--- src/rtl/pipelined_adder_pkg.sv ---
// Shared definitions for the pipelined ALU adder/subtractor: op encoding,
// default datapath width and the entry-carry rule.
package pipelined_adder_pkg;

  localparam int DEFAULT_WIDTH = 32;

  typedef enum logic {
    OP_ADD = 1'b0,
    OP_SUB = 1'b1
  } alu_op_e;

  // Subtraction is a + ~b + 1, so the incoming carry is forced high.
  function automatic logic entry_carry(input alu_op_e op, input logic cin);
    return (op == OP_SUB) ? 1'b1 : cin;
  endfunction

endpackage

--- src/rtl/adder_slice.sv ---
// Combinational WIDTH-bit ripple-carry slice made of full_adder cells;
// one slice is evaluated per pipeline stage.
module adder_slice #(
  parameter int WIDTH = 8
) (
  input  logic [WIDTH-1:0] a,
  input  logic [WIDTH-1:0] b,
  input  logic             cin,
  output logic [WIDTH-1:0] sum,
  output logic             cout
);

  logic [WIDTH:0] carry;

  assign carry[0] = cin;

  for (genvar i = 0; i < WIDTH; i++) begin : g_bit
    full_adder u_fa (
      .a    (a[i]),
      .b    (b[i]),
      .cin  (carry[i]),
      .sum  (sum[i]),
      .cout (carry[i+1])
    );
  end

  assign cout = carry[WIDTH];

endmodule

--- src/rtl/full_adder.sv ---
// Single-bit full adder cell used to build the ripple slices.
module full_adder (
  input  logic a,
  input  logic b,
  input  logic cin,
  output logic sum,
  output logic cout
);

  assign sum  = a ^ b ^ cin;
  assign cout = (a & b) | (cin & (a ^ b));

endmodule

--- src/rtl/pipelined_adder.sv ---
// Pipelined WIDTH-bit adder/subtractor: one CHUNK-bit slice of the carry chain
// per stage, valid/ready on both sides, whole pipe stalls under back-pressure.
module pipelined_adder
  import pipelined_adder_pkg::*;
#(
  parameter int WIDTH  = DEFAULT_WIDTH,
  parameter int STAGES = 4
) (
  input  logic             clk,
  input  logic             rst,
  input  logic             in_valid,
  output logic             in_ready,
  input  logic [WIDTH-1:0] a,
  input  logic [WIDTH-1:0] b,
  input  logic             cin,
  input  logic             sub,
  output logic             out_valid,
  input  logic             out_ready,
  output logic [WIDTH-1:0] sum,
  output logic             cout,
  output logic             ovf,
  output logic             zero
);

  localparam int CHUNK = WIDTH / STAGES;
  localparam int LAST  = STAGES - 1;

  logic advance;

  // st_* are the values entering stage k: ports for k=0, pipe registers after.
  logic [WIDTH-1:0] st_a      [STAGES];
  logic [WIDTH-1:0] st_b      [STAGES];
  logic [WIDTH-1:0] st_s      [STAGES];
  logic [WIDTH-1:0] st_s_next [STAGES];
  logic             st_c      [STAGES];
  logic             st_v      [STAGES];
  alu_op_e          st_op     [STAGES];
  logic [CHUNK-1:0] slice_sum [STAGES];
  logic             slice_cout[STAGES];

  logic             out_valid_q, out_valid_d;
  logic [WIDTH-1:0] sum_q, sum_d;
  logic             cout_q, cout_d;
  logic             ovf_q, ovf_d;
  logic             zero_q, zero_d;

  assign advance  = !out_valid_q || out_ready;
  assign in_ready = advance;

  assign st_op[0] = alu_op_e'(sub);
  assign st_a[0]  = a;
  assign st_b[0]  = (st_op[0] == OP_SUB) ? ~b : b;
  assign st_s[0]  = '0;
  assign st_c[0]  = entry_carry(st_op[0], cin);
  assign st_v[0]  = in_valid;

  for (genvar k = 0; k < STAGES; k++) begin : g_stage
    logic [WIDTH-1:0] s_next;

    adder_slice #(.WIDTH(CHUNK)) u_slice (
      .a    (st_a[k][k*CHUNK +: CHUNK]),
      .b    (st_b[k][k*CHUNK +: CHUNK]),
      .cin  (st_c[k]),
      .sum  (slice_sum[k]),
      .cout (slice_cout[k])
    );

    always_comb begin
      s_next = st_s[k];
      s_next[k*CHUNK +: CHUNK] = slice_sum[k];
    end

    assign st_s_next[k] = s_next;

    if (k < LAST) begin : g_pipe
      logic [WIDTH-1:0] a_q, a_d, b_q, b_d, s_q, s_d;
      logic             c_q, c_d, v_q, v_d;
      alu_op_e          op_q, op_d;

      always_comb begin
        a_d  = a_q;
        b_d  = b_q;
        s_d  = s_q;
        c_d  = c_q;
        v_d  = v_q;
        op_d = op_q;
        if (advance) begin
          a_d  = st_a[k];
          b_d  = st_b[k];
          s_d  = s_next;
          c_d  = slice_cout[k];
          v_d  = st_v[k];
          op_d = st_op[k];
        end
      end

      always_ff @(posedge clk) begin
        if (rst) begin
          a_q  <= '0;
          b_q  <= '0;
          s_q  <= '0;
          c_q  <= 1'b0;
          v_q  <= 1'b0;
          op_q <= OP_ADD;
        end else begin
          a_q  <= a_d;
          b_q  <= b_d;
          s_q  <= s_d;
          c_q  <= c_d;
          v_q  <= v_d;
          op_q <= op_d;
        end
      end

      assign st_a[k+1]  = a_q;
      assign st_b[k+1]  = b_q;
      assign st_s[k+1]  = s_q;
      assign st_c[k+1]  = c_q;
      assign st_v[k+1]  = v_q;
      assign st_op[k+1] = op_q;
    end
  end

  // Result registers only reload on a real op, so flags stay put across bubbles.
  always_comb begin
    out_valid_d = out_valid_q;
    sum_d       = sum_q;
    cout_d      = cout_q;
    ovf_d       = ovf_q;
    zero_d      = zero_q;
    if (advance) begin
      out_valid_d = st_v[LAST];
      if (st_v[LAST]) begin
        sum_d  = st_s_next[LAST];
        cout_d = slice_cout[LAST];
        ovf_d  = (st_a[LAST][WIDTH-1] == st_b[LAST][WIDTH-1]) &&
                 (st_s_next[LAST][WIDTH-1] != st_a[LAST][WIDTH-1]);
        zero_d = (st_s_next[LAST] == '0);
      end
    end
  end

  always_ff @(posedge clk) begin
    if (rst) begin
      out_valid_q <= 1'b0;
      sum_q       <= '0;
      cout_q      <= 1'b0;
      ovf_q       <= 1'b0;
      zero_q      <= 1'b0;
    end else begin
      out_valid_q <= out_valid_d;
      sum_q       <= sum_d;
      cout_q      <= cout_d;
      ovf_q       <= ovf_d;
      zero_q      <= zero_d;
    end
  end

  assign out_valid = out_valid_q;
  assign sum       = sum_q;
  assign cout      = cout_q;
  assign ovf       = ovf_q;
  assign zero      = zero_q;

endmodule
--- config.mk ---
export PLATFORM = sky130hd
export DESIGN_NAME = pipelined_adder
export DESIGN_NICKNAME = d
export VERILOG_FILES = /design/src/rtl/pipelined_adder_pkg.sv /design/src/rtl/adder_slice.sv /design/src/rtl/full_adder.sv /design/src/rtl/pipelined_adder.sv
export SDC_FILE = /design/constraint.sdc
export NUM_CORES = 1
export LEC_CHECK = 0
export BUFFER_PORTS_ARGS = -buffer_cell sky130_fd_sc_hd__buf_4
export CELL_PAD_IN_SITES_DETAIL_PLACEMENT = 1
export CELL_PAD_IN_SITES_GLOBAL_PLACEMENT = 1
export CORE_MARGIN = 2
export CORE_UTILIZATION = 48
export CTS_BUF_LIST = sky130_fd_sc_hd__clkbuf_8
export DETAILED_ROUTE_END_ITERATION = 7
export GPL_TIMING_DRIVEN = 1
export MAX_ROUTING_LAYER = met4
export PLACE_DENSITY_LB_ADDON = 0.1
export SLEW_MARGIN = 0
export SYNTH_ARGS = -nofsm -noshare
export SYNTH_HDL_FRONTEND = slang
export SYNTH_HIERARCHICAL = 1
export SYNTH_SLANG_ARGS = --single-unit
--- constraint.sdc ---
create_clock -name clk -period 8 [get_ports clk]
set_clock_uncertainty 0.15 [all_clocks]
set_input_delay 1.6 -clock clk [delete_from_list [all_inputs] [get_ports clk]]
set_output_delay 1.6 -clock clk [all_outputs]
set_load 0.1 [all_outputs]
[Word level (Yosys, flattened, before mapping)]
Index checks and enable logic that the tools add are counted.
Operators by class
  equal/unequal tests: 2
  mux-type cells: 2
  bitwise logic cells: 161
  reduce and logical (&&, ||, !) cells: 5
Operator list (number)
  1-bit bitwise AND: 64
  1-bit XOR: 64
  32-bit zero test: 1
  32-bit 2-to-1 mux: 1
  32-bit inverter: 1
  1-bit bitwise OR: 32
  2-bit AND reduction: 1
  1-bit equality test: 1
  1-bit logical AND: 1
  1-bit zero test: 1
  1-bit logical OR: 1
  1-bit 2-to-1 mux: 1
  1-bit != test: 1
Word-level totals
  output and inout bits: 37
  word-level logic and storage cells: 190
  register bits: 282
  bits of input ports: 70

[Logic depth before layout (Yosys ltp)]
  word-level depth: 19
  gate-level depth with buffers: 13

[Hierarchy]
The synthesis kept the hierarchy.
By module, submodules not included
  pipelined_adder: seq. area each 3723.6 sq um, times used 1, cells each 832, area an instance 6677.7 sq um
  full_adder: seq. area each 0.0 sq um, times used 32, cells each 1, area an instance 20.0 sq um

[Worst setup path after synthesis]
Ideal clock, no wire load.
  path kind: input port to flip-flop
  start: in sub
  end: reg g_stage[0].g_pipe.s_q[7]
  arrival: 5.570 ns
  path slack: 2.209 ns
  stages on the path: 13
  buffers on the path: 2
  library setup time: 0.070 ns
  path through: clkbuf_1 > buf_2 > or2_2 > fa_1 > fa_1 > fa_1 > fa_1 > fa_1 > fa_1 > fa_1 > fa_1 > nand2_1 > a21oi_1
RTL lines
  start, declared: line pipelined_adder.sv:16  | input logic sub,
  end signal, assigned: line pipelined_adder.sv:101  | s_q <= '0;
  end signal, assigned: line pipelined_adder.sv:108  | s_q <= s_d;
  end, declared: line pipelined_adder.sv:76  | logic [WIDTH-1:0] a_q, a_d, b_q, b_d, s_q, s_d;

==> impl_metrics.csv <==
group,metric,value,unit
route,viasPerCell,5.15,
synthesis,yosys.area.top_type_share,50.9,%
critical_path,crit_arrival,5.75,ns
floorplan,rows,45,
status,status,"completed",
final_layout,syn_to_final_growth,16.4,%
synthesis,synthTopCellsByCount,"319 x nand2_1, 186 x dfxtp_1, 159 x a21oi_1",
synthesis,synthTopCellsByArea,"dfxtp_1 51%, nand2_1 16%, a21oi_1 11%, fa_1 8.8%, xnor2_1 2.9%",
synthesis,yosysWarnings,6,
route,dr.pass1.iters,4,
sta,max_slew_margin,26.6,%
synthesis,synth_nets,966,
critical_path,r2r_slack,3.04,ns
place,dpl_cell_area,8130,um2
synthesis,ys_ff_latch,186,
floorplan,io_pins,107,
synthesis,synth-seq-area-share,50.9,%
global_route,grt_max_degree,98,
cts,cts.sinks,186,
min_path,hold_path_end,"g_stage[1].g_pipe.b_q[26]",
power,p_per_area,216,nW/um2
final_layout,nNetsFinal,1031,
sta,setup_viol,0,
power,power.leakage,3.43,nW
sta,finalHoldViolCount,0,
final_layout,antenna_cells,0,
route,drc,0,
global_route,globalRouteOverflowTotal,0,
synthesis,ys.flop_type,"dfxtp_1",
cts,cts_tree,"built",
global_route,track_usage,23.3,%
global_route,grt_pass1_vias,6051,
sta,max_freq,181,MHz
synthesis,postSynthAreaPerCell,8.47,um2
min_path,hold_class,"register to register",
critical_path,critPathMaxStageDelay,0.49,ns
final_layout,fillers,1804,
run,drv_cap,0,
cts,ctsHtreeMaxLevel,4,
place,io_buffer_count,106,
critical_path,required,8.23,ns
route,drtIter0Drc,311,
sta,rsz0062_at_grt,"no",
cts,clk_pin_slew_worst_paths,0.09,ns
power,ir_drop,0.000119,V
synthesis,async_flop_share,0,%
sta,hold_ws,0.307,ns
floorplan,die-area,16200,um2
sta,worst_slew_pin_slew,1.10,ns
critical_path,r2r_cells,12,
critical_path,crit_buf_inv,1,
min_path,hold_path_depth,2,
synthesis,synth_edf_count,0,
global_route,antenna_found_initial,0,
sta,finalSetupTns,0,ns
cts,holdBufCountCts,0,
critical_path,cp_common_cell,"fa_1",
critical_path,crit_chain,"buf_4, xor2_1, fa_1, fa_1, fa_1, fa_1, fa_1, fa_1, fa_1, fa_1, nand2_1, a21oi_1",
route,antenna_left,0,
critical_path,r2r-start,"g_stage[2].g_pipe.a_q[24]",
critical_path,cp_slowest_cell,"fa_1",
floorplan,start_util,48.7,%
min_path,hp-start,"g_stage[1].g_pipe.b_q[26]",
critical_path,critPathKind,"input port to register",
critical_path,critPathLaunchType,"input port",
cts,cts_buffers,17,
critical_path,r2r-end,"zero",
critical_path,critPathMaxFanout,33,
final_layout,layout-drive-gt1-share,15.3,%
sta,period_needed,5.52,ns
sta,period_share,69.0,%
floorplan,die_y,127,um
cts,post-cts-setup-buffers,0,
synthesis,synth_cell_types,24,
cts,postCtsResizedCells,0,
synthesis,synth_area,7320,um2
synthesis,post-synth-top-area-cell,"dfxtp_1",
critical_path,endpoint_kind,"register",
critical_path,cp_top_family,"adder cells",
final_layout,multi_input_area,3340,um2
route,totalWireLength,17.9,mm
power,power.total,1.84,mW
floorplan,die_w,127,um
route,via_count,5809,
cts,clock_latency,0.46,ns
cts,cts-root-buf,"clkbuf_8",
place,hpwlAfterDp,12.1,mm
synthesis,syn_inst,864,
route,wl_per_cell,15.9,um
final_layout,final_cell_area,8520,um2
place,gp_congestion,0.810,
synthesis,yosys.cell_count.top_type,"nand2_1",
global_route,grt_pass1_wl,29.6,mm
final_layout,regArea,3720,um2
cts,cts_buffer_depth,2,
sta,maxSlewViolCount,0,
floorplan,coreArea,15000,um2
[tightest hold or removal path, delay by kind of cell, from the launching register on]
kind | cells | cell delay [ns]
flip-flops | 1 | 0.32
AND/OR/NAND/NOR | 1 | 0.05
AO/OA/AOI/OAI | 1 | 0.05
[stage by stage]
| step | std cells | utilization (%) | worst slack (ns) |
|---|---|---|---|
| after floorplan | 864 | - | 2.21 |
| after global placement | 1098 | 54.1 | 2.15 |
| after detailed placement | 1098 | 54.1 | 1.99 |
| after CTS | 1128 | 56.7 | 2.52 |
| after global routing | 1128 | 56.7 | 2.29 |
| final | 1128 | 56.7 | 2.48 |
[flip-flops by register name, indices dropped and copies added, names as in the netlist]
signal	flops
g_stage.g_pipe.a_q	48
g_stage.g_pipe.b_q	48
g_stage.g_pipe.s_q	48
sum	32
g_stage.g_pipe.c_q	3
g_stage.g_pipe.v_q	3
cout	1
out_valid	1
ovf	1
zero	1
[where the power goes]
| group | switching (mW) | internal [mW] |
|---|---|---|
| logic | 0.113 | 0.0858 |
| clock network | 0.317 | 0.304 |
| registers | 0.0390 | 0.982 |
| total | 0.469 | 1.37 |
[worst max path at each step]
stage | startpoint | endpoint | slack [ns] | cells past startpoint
after floorplan | sub | g_stage[0].g_pipe.s_q[7] | 2.21 | 13
after global placement | sub | g_stage[0].g_pipe.s_q[7] | 2.15 | 12
after detailed placement | sub | g_stage[0].g_pipe.s_q[7] | 1.99 | 12
after CTS | sub | g_stage[0].g_pipe.s_q[7] | 2.52 | 12
after global routing | sub | g_stage[0].g_pipe.s_q[7] | 2.29 | 12
final | sub | g_stage[0].g_pipe.s_q[7] | 2.48 | 12
[area by class of cell]
class,count,share of cell area [%]
Clock buffer,21,3.39
Clock inverter,9,1.16
Timing Repair Buffer,111,9.78
Multi-Input combinational cell,612,39.1
Inverter,1,0.0734
Sequential cell,186,43.7
Tap cell,188,2.76
[metal layers]
layer	track usage, %	vias up	part of all wire (%)
li1	-	2917	-
met1	31.1	2761	49
met2	36.1	107	46
met3	4.19	24	3.3
met4	8.02	0	1.6
met5	-	-	0
[cell usage in the layout (no fill, tap or decap), types with 2 or more instances in the layout]
cell type,n
nor4_1,6
nand2_1,319
fa_1,32
xor2_1,8
a21oi_1,159
dfxtp_1,186
bufinv_16,2
clkinv_2,3
nand3b_1,2
a211oi_1,24
clkbuf_8,21
xnor2_1,24
inv_1,2
buf_4,111
or4_1,2
nor2_1,27
[kinds of logic (layout without fill, tap and decap cells)]
family,after synthesis,count (layout),synth area share [%]
buffers and inverters,66,142,3.64
adder cells (fa/ha/maj),32,32,8.75
flip-flops,186,186,50.9
AND/OR/NAND/NOR,363,363,19.3
XOR/XNOR,32,32,3.83
AO/OA/AOI/OAI,185,185,13.6
(Power assumes the default switching activity.)
